--- src/rtl/antirrebote_sensores.sv ---
// Two-channel barrier front end: synchronises btn_A/btn_B, debounces each with a
// stability counter and emits registered one-cycle rise/fall pulses per channel.
module antirrebote_sensores #(
  parameter int DEBOUNCE_CYCLES = 5000,
  parameter int CNT_W           = 13
) (
  input  logic clk,
  input  logic rst,
  input  logic btn_A,
  input  logic btn_B,
  output logic A_db,
  output logic B_db,
  output logic A_rise,
  output logic A_fall,
  output logic B_rise,
  output logic B_fall
);

  localparam logic [CNT_W-1:0] LAST = CNT_W'(DEBOUNCE_CYCLES - 1);

  logic [1:0] raw;
  logic [1:0] db;
  logic [1:0] rise;
  logic [1:0] fall;

  assign raw = {btn_B, btn_A};

  genvar gi;
  generate
    for (gi = 0; gi < 2; gi++) begin : g_ch
      logic             s1;
      logic             s2;
      logic             db_r;
      logic             rise_r;
      logic             fall_r;
      logic [CNT_W-1:0] cnt;
      logic             mismatch;
      logic             done;

      // The level only flips after a full uninterrupted run of mismatching samples.
      assign mismatch = s2 ^ db_r;
      assign done     = mismatch & (cnt == LAST);

      always_ff @(posedge clk or posedge rst) begin
        if (rst) begin
          s1     <= 1'b0;
          s2     <= 1'b0;
          db_r   <= 1'b0;
          rise_r <= 1'b0;
          fall_r <= 1'b0;
          cnt    <= '0;
        end else begin
          s1     <= raw[gi];
          s2     <= s1;
          rise_r <= done & s2;
          fall_r <= done & ~s2;
          if (!mismatch) begin
            cnt <= '0;
          end else if (done) begin
            cnt  <= '0;
            db_r <= s2;
          end else begin
            cnt <= cnt + CNT_W'(1);
          end
        end
      end

      assign db[gi]   = db_r;
      assign rise[gi] = rise_r;
      assign fall[gi] = fall_r;
    end
  endgenerate

  assign A_db   = db[0];
  assign B_db   = db[1];
  assign A_rise = rise[0];
  assign A_fall = fall[0];
  assign B_rise = rise[1];
  assign B_fall = fall[1];

endmodule

--- config.mk ---
export PLATFORM = sky130hd
export DESIGN_NAME = antirrebote_sensores
export DESIGN_NICKNAME = d
export VERILOG_FILES = /design/src/rtl/antirrebote_sensores.sv
export SDC_FILE = /design/constraint.sdc
export NUM_CORES = 1
export LEC_CHECK = 0
export CAP_MARGIN = 20
export CORE_MARGIN = 1.5
export CORE_UTILIZATION = 50
export DETAILED_ROUTE_END_ITERATION = 8
export PLACE_DENSITY = 0.72
export SYNTH_ARGS = -nofsm -noshare
export SYNTH_HDL_FRONTEND = slang
export SYNTH_SLANG_ARGS = --single-unit
--- constraint.sdc ---
create_clock -name clk -period 1.8 [get_ports clk]
set_input_delay 0.36 -clock clk [delete_from_list [all_inputs] [get_ports clk]]
set_output_delay 0.36 -clock clk [all_outputs]
set_load 0.01 [all_outputs]
== After elaboration in Yosys (flattened, before gate mapping) ==
Cells that the tools add are included.
Word-level totals
  output and inout port bits: 6
  input bits: 4
  word-level logic and storage cells: 32
  bits in registers: 36
Operators by class
  reduce and logical (&&, ||, !) cells: 2
  eq/ne operators: 2
  add/subtract/negate cells: 2
  multiplexer cells: 4
  bitwise logic cells: 10
Operators by type and width (number)
  2-to-1 mux 13 bit: 4
  adder 13 x 1 -> 13 bit, second input constant: 2
  == test 13 bit, second input constant: 2
  AND 1 bit: 6
  AND reduction 2 bit: 2
  NOT 1 bit: 2
  bitwise XOR 1 bit: 2

== Depth between registers and ports, before layout ==
Gate-level depths: netlist (run 1).
  depth after elaboration: 4
  gate-level depth with buffers: 5
  mapped depth without buffers: 4

== Worst setup path after synthesis (run 1) ==
Ideal clock, no wire load.
  path type: reg2reg
  from: reg g_ch[0].cnt[5]
  to: reg g_ch[0].db_r (netlist: A_db)
  path buffers: 0
  clock period less this slack: 1.873 ns
  setup slack: -0.073 ns
  cell stages (with the launch flop): 4
  library setup time: 0.125 ns
  arrival: 1.748 ns
  required time: 1.675 ns
  path through: dfrtp_1 -> or4b_2 -> nor4_2 -> mux2_2
Between the ends
  cells in the longest elaborated chain, start to end: 3
Ends and longest elaborated chain
  start: declaration: line 36  | logic [CNT_W-1:0] cnt;
  start signal: assignment: line 63  | cnt <= cnt + CNT_W'(1);
  == test 13 bit: line 42  | assign done = mismatch & (cnt == LAST);
  AND 1 bit: line 42
  AND reduction 2 bit (no source line)
  end signal: assignment: line 48  | db_r <= 1'b0;
  end signal: assignment: line 61  | db_r <= s2;
  end: declaration: line 33  | logic db_r;
Every way passes these cells.
A chain may end at the register's enable or synchronous reset.

== Worst setup path after layout (run 1) ==
  from: reg g_ch[1].cnt[5]
  to: reg g_ch[1].db_r (netlist: B_db)
Between the ends
  cells in the longest elaborated chain, start to end: 3
Ends and longest elaborated chain (line)
  start: declaration: 36
  start signal: assignment: 63
  == test 13 bit: 42
  AND 1 bit: 42
  AND reduction 2 bit (no source line)
  end signal: assignment: 48
  end signal: assignment: 61
  end: declaration: 33
Every way passes these cells.

==> results of run 1 <==
==> state kept, by name (all words and copies together), names as in the netlist <==
name and count:
g_ch.cnt 26, B_db 1, g_ch.s1 2, A_fall 1, B_rise 1, g_ch.s2 2, A_db 1, A_rise 1
B_fall 1
==> cell families (layout without fill, tap and decap cells) <==
logic type | Yosys count | after routing | synth area share (%)
AOI/OAI and AO/OA | 34 | 34 | 12.28
buffers and inverters | 8 | 43 | 2.072
xor gates and xnor gates | 10 | 10 | 5.372
muxes | 2 | 2 | 1.611
and+or+nand+nor | 57 | 57 | 21.87
DFF | 36 | 36 | 55.26
adders and majority gates | 2 | 2 | 1.535
==> metal layers <==
| layer | up-vias | share of wire (%) | track usage [%] | wire [um] |
|---|---|---|---|---|
| met5 | - | 0 | 0 | 0 |
| met4 | 0 | 1.8 | 10.48 | 59 |
| met3 | 4 | 3.5 | 6.926 | 114 |
| met2 | 26 | 47 | 35.40 | 1526 |
| met1 | 636 | 47 | 24.83 | 1517 |
| li1 | 637 | - | - | - |
==> final cells by class <==
| cell class | count | area [sq um] | share of cell area (%) |
|---|---|---|---|
| Clock buffer | 7 | 65.06 | 3.230 |
| Inverter | 6 | 22.52 | 1.118 |
| Multi-Input combinational cell | 105 | 723.2 | 35.90 |
| Sequential cell | 36 | 900.9 | 44.72 |
| Tap cell | 44 | 55.05 | 2.733 |
| Timing Repair Buffer | 30 | 247.7 | 12.30 |
==> worst max-delay path, stage by stage (launching register included) <==
cell and delay (ns):
dfrtp_1 0.39, or4b_4 0.54, or4_4 0.52, mux2_4 0.31
==> through the flow <==
step / worst slack, ns / power [mW] / util (%)
after floorplan: -0.04059 / 0.8920 / -
after global placement: -0.02661 / 0.9181 / 61.95
after detailed placement: -0.06031 / 0.9212 / 61.95
after CTS: -0.05540 / 1.402 / 64.72
after global routing: -0.09715 / 1.440 / 65.45
final: -0.04846 / 1.382 / 65.45
==> how the worst min path moves through the flow <==
stage                    start    endpoint  slack (ns)  cells after the start
finish              g_ch[0].s1  g_ch[0].s2        0.37                      0
global route        g_ch[1].s1  g_ch[1].s2        0.38                      0
CTS                 g_ch[1].s1  g_ch[1].s2        0.37                      0
detailed placement  g_ch[0].s1  g_ch[0].s2        0.35                      0
global placement    g_ch[1].s1  g_ch[1].s2        0.34                      0
floorplan           g_ch[0].s1  g_ch[0].s2        0.33                      0
==> power by group <==
part	internal (mW)	switching [mW]	leakage [nW]
Sequential	0.824	0.0162	0.489
Clock	0.222	0.255	0.0374
Combinational	0.0283	0.0374	0.314
==> cells in the mapped netlist, drive strengths merged <==
master  count  area, sq um
clkbuf      1        3.750
or4b        3        33.78
nor2       10        37.54
nor4        1        12.51
inv         6        22.52
o21ai       8        40.04
ha          2        25.02
buf         1        7.510
xor2        4        35.03
nand2       4        15.01
nand4       7        43.79
and3        2        13.77
or3         9        57.56
o31ai      10        80.07
or4         9        71.32
a21oi      16        80.08
dfrtp      36        900.9
xnor2       6        52.55
nand3       8        40.04
nor3        1        5.000
mux2        2        26.27
and2        1        6.260
nand4b      1        8.760
or4bb       1        11.26
==> repair_timing <==
action                                  4_1_cts  5_1_grt
endpoints found under the setup margin       11        5
resized for setup                             2        3
buffers inserted                              1        1
gates cloned                                  0        0
pin swaps                                     1        1
==> layout by cell type, fill, tap and decap left out, types with 2 or more instances in the layout <==
cell	count
nand3_1	8
o31ai_1	9
or3_1	8
or4b_4	2
nand4_1	7
xor2_1	4
nor2_1	9
xnor2_1	6
clkbuf_8	2
o21ai_0	8
nand2_1	4
inv_1	6
a21oi_1	16
buf_4	21
clkdlybuf4s50_1	9
or4_1	8
clkbuf_4	5
ha_1	2
dfrtp_1	36
==> run summary, run 1 <==
Critical path destination -> B_db
Gr usage total -> 21.40%
Clock Sinks -> 36
Post-synthesis cell area -> 1630 sq um
Share of the clock period used by the worst path -> 102.7%
Distinct cell type count after synthesis -> 31
Fin crit period -> 1.848 ns
Cell count after placement -> 219
Slew Viols, Final -> 0
Worst setup path class -> flip-flop to flip-flop
Worst path required time -> 2.04 ns
Largest net degree at the start of global routing -> 37
Max Fclk -> 0.5410 GHz
Post-DP HPWL -> 2.212 mm
Outcome -> finished, violations left
LEAKAGE -> 0.8401 nW
DRT iter0 DRCs -> 41
Syn Inst Count -> 149
Max-Cap Viols -> 0
Root Buffer -> clkbuf_4
Routed wire length per instance -> 14.11 um
Hold WC Path Type -> flip-flop to flip-flop
Die height -> 60.10 um
Share of layout cells above drive strength 1 -> 21.20%
Post-DP Area -> 1907 sq um
Final setup viols -> 1
DRT Pass-1 Iters -> 5
ANT cells -> 0
Synth warn -> 0
Worst Path Max Fanout -> 3
Rows -> 20
Worst-Margin Slew -> 0.4386 ns
PortBufs -> 9
H-tree Lvls -> 2
CTS tree -> done
Hold slack -> 0.3657 ns
#FFs+latches synth -> 36
Pwr dens -> 685.9 nW/um^2
Die extent in x -> 60.10 um
Final Hold Fails -> 0
Die area -> 3612 sq um
CP arrival -> 2.09 ns
Clock Path Buffers -> 2
RSZ-0062 raised after global routing -> yes
# IOs -> 10
Starting Density -> 52.97%
CP startpoint kind -> flip-flop
Syn_nets -> 155
Nets -> 190
Clock Skew -> 0.01538 ns
Max IR drop VDD -> 548.3 uV
Post-CTS Hold Buffers -> 0
Setup crit end kind -> flip-flop
Area growth syn-to-layout -> 23.56%
Clk pin slew, worst setup/hold paths -> 0.11 ns
Slew HR -> 70.76%
Final Instance Area -> 2014 sq um
Worst r2r src -> g_ch[1].cnt[5]
Global route total overflow -> 0
Initial antenna violation count -> 0
First-pass GRT wire length -> 5.492 mm
Violated checks -> negative setup slack
TritonCTS Buffers -> 5
R2R depth -> 3
Sequential-to-total area share from yosys stat -> 55.26%
Post-Layout Cell Count -> 228
Fillers -> 254
Syn Area/Cell -> 10.94 sq um
WL final -> 3.216 mm
Core Area -> 3078 sq um
Worst r2r dst -> B_db
Vias -> 1303
Setup WS post-layout -> -0.04846 ns
ANT nets after route -> 0
Via density -> 5.715
Vias in the first global route -> 1299
TNS Setup -> -0.04846 ns
Worst skew pair latency -> 0.34 ns
Setup crit start -> g_ch[1].cnt[5]
DRC -> 0
Reg2reg setup slack -> -0.05 ns
GPL Wtd Cong -> 0.8307
Note: power is estimated with default switching activity, not from simulation.
==> run 2, diff against run 1 <==
- ABC_AREA: unset -> 0
==> results of run 2 <==
No change in the layout: final DEF, timing and power equal those of run 1.
